--- config.mk ---
export PLATFORM = sky130hd
export DESIGN_NAME = mem_responder
export DESIGN_NICKNAME = d
export VERILOG_FILES = /design/src/rtl/mem_pkg.sv /design/src/rtl/mem_lane_align.sv /design/src/rtl/mem_responder.sv
export SDC_FILE = /design/constraint.sdc
export NUM_CORES = 2
export LEC_CHECK = 0
export BUFFER_PORTS_ARGS = -buffer_cell sky130_fd_sc_hd__buf_2
export CAP_MARGIN = 40
export CELL_PAD_IN_SITES_DETAIL_PLACEMENT = 1
export CELL_PAD_IN_SITES_GLOBAL_PLACEMENT = 1
export CORE_UTILIZATION = 45
export CTS_BUF_LIST = sky130_fd_sc_hd__clkbuf_4 sky130_fd_sc_hd__clkbuf_8 sky130_fd_sc_hd__clkbuf_16
export DETAILED_ROUTE_END_ITERATION = 10
export PLACE_DENSITY = 0.75
export SYNTH_ARGS = -nofsm -noshare
export SYNTH_HDL_FRONTEND = slang
export SYNTH_SLANG_ARGS = --single-unit
--- constraint.sdc ---
create_clock -name clk -period 6.1 [get_ports clk]
set_input_delay 1.22 -clock clk [delete_from_list [all_inputs] [get_ports clk]]
set_output_delay 1.22 -clock clk [all_outputs]
set_load 0.1 [all_outputs]
--- src/rtl/mem_pkg.sv ---
// mem_pkg: shared size codes, FSM states and widths for the memory responder
package mem_pkg;
  localparam int DATA_W = 32;
  localparam logic [1:0] SZ_BYTE = 2'b00;
  localparam logic [1:0] SZ_HALF = 2'b01;
  localparam logic [1:0] SZ_WORD = 2'b10;
  localparam logic [1:0] SZ_RSVD = 2'b11;
  typedef enum logic [1:0] {ST_IDLE, ST_WAIT, ST_RESP} state_t;
endpackage

--- src/rtl/mem_lane_align.sv ---
// mem_lane_align: byte enables, alignment check, read zero-extend and write lane replication
module mem_lane_align
  import mem_pkg::*;
(
  input  logic [1:0]        off,
  input  logic [1:0]        size,
  input  logic [DATA_W-1:0] wdata,
  input  logic [DATA_W-1:0] rword,
  output logic [3:0]        be,
  output logic              misaligned,
  output logic [DATA_W-1:0] rdata,
  output logic [DATA_W-1:0] wdata_rep
);
  logic [DATA_W-1:0] sh;
  always_comb begin
    misaligned = (size == SZ_RSVD) || (size == SZ_HALF && off[0]) || (size == SZ_WORD && off != 2'b00);
    be = misaligned ? 4'b0000 :
         size == SZ_BYTE ? 4'b0001 << off :
         size == SZ_HALF ? 4'b0011 << off : 4'b1111;
    sh = rword >> {off, 3'b000};
    rdata = size == SZ_BYTE ? {24'h0, sh[7:0]} :
            size == SZ_HALF ? {16'h0, sh[15:0]} : sh;
    wdata_rep = size == SZ_BYTE ? {4{wdata[7:0]}} :
                size == SZ_HALF ? {2{wdata[15:0]}} : wdata;
  end
endmodule

--- src/rtl/mem_responder.sv ---
// mem_responder: wait-stated byte/half/word RAM responder with one-cycle done pulse
module mem_responder
  import mem_pkg::*;
#(
  parameter int ADDR_W  = 8,
  parameter int LATENCY = 2
) (
  input  logic              clk,
  input  logic              reset,
  input  logic              req,
  input  logic              we,
  input  logic [1:0]        size,
  input  logic [31:0]       addr,
  input  logic [31:0]       wdata,
  output logic [31:0]       rdata,
  output logic              busy,
  output logic              done,
  output logic              misaligned
);
  localparam int CW = $clog2(LATENCY + 1);
  state_t state_q, state_d;
  logic [CW-1:0] cnt_q, cnt_d;
  logic [ADDR_W-1:0] addr_q, addr_d, a, base;
  logic we_q, we_d, w;
  logic [1:0] size_q, size_d, s;
  logic [DATA_W-1:0] wdata_q, wdata_d, wd, rdata_q, rdata_d, rword, rext, wrep;
  logic mis_q, mis_d, mis, commit;
  logic [3:0] be;
  logic [7:0] mem [2**ADDR_W];
  mem_lane_align u_align (
    .off(a[1:0]), .size(s), .wdata(wd), .rword(rword),
    .be(be), .misaligned(mis), .rdata(rext), .wdata_rep(wrep)
  );
  always_comb begin
    // with LATENCY==1 the accepting edge is also the commit edge, so use live inputs in IDLE
    a = state_q == ST_IDLE ? addr[ADDR_W-1:0] : addr_q;
    w = state_q == ST_IDLE ? we : we_q;
    s = state_q == ST_IDLE ? size : size_q;
    wd = state_q == ST_IDLE ? wdata : wdata_q;
    base = {a[ADDR_W-1:2], 2'b00};
    rword = {mem[base + ADDR_W'(3)], mem[base + ADDR_W'(2)], mem[base + ADDR_W'(1)], mem[base]};
    state_d = state_q;
    cnt_d = cnt_q;
    addr_d = addr_q;
    we_d = we_q;
    size_d = size_q;
    wdata_d = wdata_q;
    case (state_q)
      ST_IDLE: if (req) begin
        addr_d = addr[ADDR_W-1:0];
        we_d = we;
        size_d = size;
        wdata_d = wdata;
        cnt_d = CW'(LATENCY - 1);
        state_d = LATENCY == 1 ? ST_RESP : ST_WAIT;
      end
      ST_WAIT: begin
        cnt_d = cnt_q - 1'b1;
        state_d = cnt_q == CW'(1) ? ST_RESP : ST_WAIT;
      end
      default: state_d = ST_IDLE;
    endcase
    commit = state_d == ST_RESP && state_q != ST_RESP;
    rdata_d = commit && !w && !mis ? rext : rdata_q;
    mis_d = commit ? mis : mis_q;
  end
  always_ff @(posedge clk) begin
    if (reset) begin
      state_q <= ST_IDLE;
      cnt_q <= '0;
      addr_q <= '0;
      we_q <= 1'b0;
      size_q <= 2'b00;
      wdata_q <= '0;
      rdata_q <= '0;
      mis_q <= 1'b0;
    end else begin
      state_q <= state_d;
      cnt_q <= cnt_d;
      addr_q <= addr_d;
      we_q <= we_d;
      size_q <= size_d;
      wdata_q <= wdata_d;
      rdata_q <= rdata_d;
      mis_q <= mis_d;
    end
  end
  always_ff @(posedge clk) begin
    if (!reset && commit && w)
      for (int b = 0; b < 4; b++)
        if (be[b]) mem[base + ADDR_W'(b)] <= wrep[8*b +: 8];
  end
  assign rdata = rdata_q;
  assign busy = state_q != ST_IDLE;
  assign done = state_q == ST_RESP;
  assign misaligned = done && mis_q;
endmodule

==> summary.txt <==
Critical path
  – Critical path cell sequence: nor2_4, inv_2, o21a_4, buf_12, buf_12, o22ai_1, o21ai_0, a31oi_1, a21oi_1, a21oi_1, or4_1, a31oi_1
  – Critical path class: reg2reg
  – Critical path's slowest cell: a21oi_1
  – CP startpoint: state_q[1]$_SDFF_PP0_
  – Worst-path maximum fanout: 35
  – CP arrival: 6.06 ns
  – Delay-heaviest family, CP: compound AO/OA/AOI/OAI gates
  – Crit path buf inv count: 3
  – Critical Path RT: 6.88 ns
  – Crit-path max cell delay: 0.82 ns
  – Startpoint Class: register
  – RR Startpoint: state_q[1]$_SDFF_PP0_
  – CP Capture Type: register

Clocking
  – CTS Hold Bufs: 0
  – Clk slew on worst S/H paths: 0.06 ns
  – Postcts setup bufs: 0
  – Resized cells post-CTS: 0
  – CTS tree: done
  – Root Buffer: clkbuf_16
  – CTS HTree Levels: 4
  – Clk_lat worst skew: 0.86 ns
  – Clk sinks: 2128
  – Longest Clk Path Bufs: 3
  – Total CTS buffers: 205

Route
  – DRC viols: 0
  – Routed wire length: 260 mm
  – Vias/cell: 6.57
  – TritonRoute pass-1 iters: 8
  – WL per Instance: 33.6 µm
  – Post-route ant nets: 0
  – Drt first-iter violations: 6136
  – Vias: 50800

Synth
  – Compound-Gate Fraction of Synth Area: 0.144
  – Primary FF master, synth: edfxtp_1
  – Mux cell area share after synthesis: 0.00409
  – Synth Instances: 4979
  – Simple-Gate Fraction of Synth Area: 0.0344
  – Syn_nets: 5054
  – Post-Synthesis Cell Area: 79500 µm²
  – Post-synth ARST share: 0
  – Post-Synth Adder-Cell Area: 0.000787
  – Syn Area/Cell: 16.0 µm²
  – Synth cell types: 60
  – YS warnings: 0
  – Main combinational cell family by area after synthesis: compound AO/OA/AOI/OAI gates
  – Synth Register Bits: 2128
  – Sequential fraction of the synthesis area: 0.794
  – Xor and xnor fraction of the mapped netlist area: 0
  – Number of synthesized flops with an enable pin: 2048

Min path
  – Worst Hold Class: reg2reg
  – Hold Path Origin: wdata_q[4]$_SDFFE_PP0P_

STA
  – Post-route minimum period: 5.28 ns
  – Setup Skew: 0.0338 ns
  – Tcrit/Tclk final: 0.866
  – RSZ-0062 raised after global routing: false
  – Rel. slew slack: 0.338
  – Worst slew pin tran: 0.989 ns
  – Max Freq: 0.189 GHz
  – Final setup viols: 0
  – Final setup TNS: 0 ns
  – Slew Limit Fails: 0
  – Fin. Hold Viols: 0

Power
  – Flop pwr share: 0.508
  – Switching share of power: 0.253
  – Pwr dens: 358 nW/µm²
  – Part of the power in the clock network: 0.385
  – LEAKAGE: 28.0 nW
  – Peak supply drop: 0.317 mV
  – NetSw: 8.25 mW
  – Power Internal: 24.4 mW
  – Logic gate share of total power: 0.106

Cells and area
  – Area grow syn2layout: 14.6%
  – Fin util: 0.522
  – Final std cells w/o fill: 7731
  – Nets: 5304
  – Share of post-route cells with drive strength above 1: 0.149

Floorplan
  – Core area: 175000 µm²
  – Die width: 422 µm
  – IO Pins: 105
  – Initial Util: 0.455
  – Die Y: 422 µm
  – Die area: 178000 µm²
  – Site row count: 153

Place
  – Placed cells: 7337
  – Gp weighted congestion: 0.890
  – PortBufs: 80
  – DP HPWL: 163 mm

Run status
  – Outcome: completed

Global route
  – Total GRT Usage: 0.286
  – Antenna violations before repair: 7
  – Largest net degree at the start of global routing: 80
  – Global-route wire length before repair: 371 mm
  – Vias in the first global route: 52200
  – Grt total ovfl: 0

Job
  – Max-Cap Viols: 0
[synth_stat cells (9+ instances only)]
cell type | count | area share
o22ai_1 | 804 | 0.063
a221oi_1 | 56 | 0.0062
a31oi_1 | 15 | 0.0012
o21ai_1 | 13 | 0.00082
o21a_1 | 9 | 0.00085
nor2_1 | 305 | 0.014
a21oi_1 | 142 | 0.0089
edfxtp_1 | 2048 | 0.77
buf_1 | 30 | 0.0014
buf_2 | 194 | 0.012
nand3_1 | 19 | 0.0012
clkbuf_1 | 107 | 0.0051
nand2b_1 | 11 | 0.00087
a22oi_1 | 157 | 0.015
a41oi_1 | 86 | 0.0095
o21ai_0 | 406 | 0.026
inv_1 | 9 | 0.00043
nand2_1 | 218 | 0.010
dfxtp_1 | 80 | 0.020
buf_4 | 28 | 0.0026
mux2i_1 | 28 | 0.0035
a22o_1 | 56 | 0.0062
nor4_1 | 29 | 0.0023
o221ai_1 | 10 | 0.0011
[power groups by stage]
stage                     sequential (mW)  clock (mW)  combinational, mW
after floorplan                      17.0           0               1.66
after global routing                 16.6        13.1               3.55
after global placement               16.9           0               3.15
after detailed placement             16.9           0               3.34
final                                16.6        12.6               3.47
after CTS                            16.6        12.6               3.38
[flip-flops by register name (all words and copies together), names as in the netlist]
name and cells:
mis_q 1, mem 2048, state_q 2, we_q 1, rdata 32, wdata_q 32
cnt_q 2, size_q 2, addr_q 8
[per-layer routing]
metal	up-vias	track usage	part of all wire
li1	20900	-	-
met4	16	0.162	0.063
met5	-	0	0.00037
met1	26300	0.358	0.36
met2	2938	0.458	0.47
met3	711	0.0666	0.098
[cells in the final DEF (no fill, tap or decap), types with 6 or more instances in the layout]
master,instances
a21oi_4,6
or4_1,8
o21ai_1,12
nand3_1,17
clkinv_8,7
nor3_1,8
mux2i_1,23
dfxtp_1,80
a22o_1,56
nor4_2,10
nand2b_1,11
inv_1,6
o22ai_1,804
a31oi_1,8
bufinv_16,13
clkinv_2,38
buf_12,33
nand2_1,213
o21ai_4,14
clkbuf_16,206
buf_4,290
edfxtp_1,2048
clkbuf_4,44
a221oi_1,56
a22oi_1,157
o211ai_1,8
buf_2,80
a41oi_1,86
o221ai_1,10
clkinv_1,63
nor2_1,305
a21oi_1,136
o21ai_0,396
a31oi_4,7
and2_1,7
nor4_1,23
[final cells by class]
| class | instances | area, µm² |
|---|---|---|
| Inverter | 11 | 41.3 |
| Clock inverter | 131 | 1100 |
| Timing Repair Buffer | 410 | 3380 |
| Sequential cell | 2128 | 63100 |
| Multi-Input combinational cell | 2473 | 15000 |
| Fill cell | 16300 | 83500 |
| Tap cell | 2325 | 2910 |
| Antenna cell | 2 | 5.00 |
| Clock buffer | 251 | 5510 |
[final timing paths]
check / to / slack, ns / depth (start not counted)
hold / removal: wdata_q[4]$_SDFFE_PP0P_ / 0.46 / 2
hold reg to reg: wdata_q[4]$_SDFFE_PP0P_ / 0.46 / 2
setup reg to reg: rdata[2]$_SDFFE_PP0P_ / 0.82 / 12
setup / recovery: rdata[2]$_SDFFE_PP0P_ / 0.82 / 12
[cells by family after synthesis]
kind of cell / count (synthesis)
multiplexers: 32
buffers and inverters: 378
AO/OA/AOI/OAI: 1799
AND/OR/NAND/NOR: 637
adder cells (fa/ha/maj): 5
flip-flops: 2128
[worst min-delay path, stage by stage (launching register included)]
cell and delay [ns]:
dfxtp_1 0.31, nand2_1 0.05, a21oi_1 0.05
[per-stage QoR]
step | hold WS, ns | setup slack [ns] | total power, mW | area [µm²]
6_report | 0.458 | 0.818 | 32.6 | 91100
5_1_grt | 0.481 | 0.766 | 33.2 | 91000
4_1_cts | 0.459 | 0.941 | 32.6 | 91000
3_5_place_dp | 0.450 | 0.987 | 20.2 | 84300
3_3_place_gp | 0.442 | 0.943 | 20.0 | 84100
2_1_floorplan | 0.434 | 0.559 | 18.7 | 79500
Power figures use the tool's default switching activity.
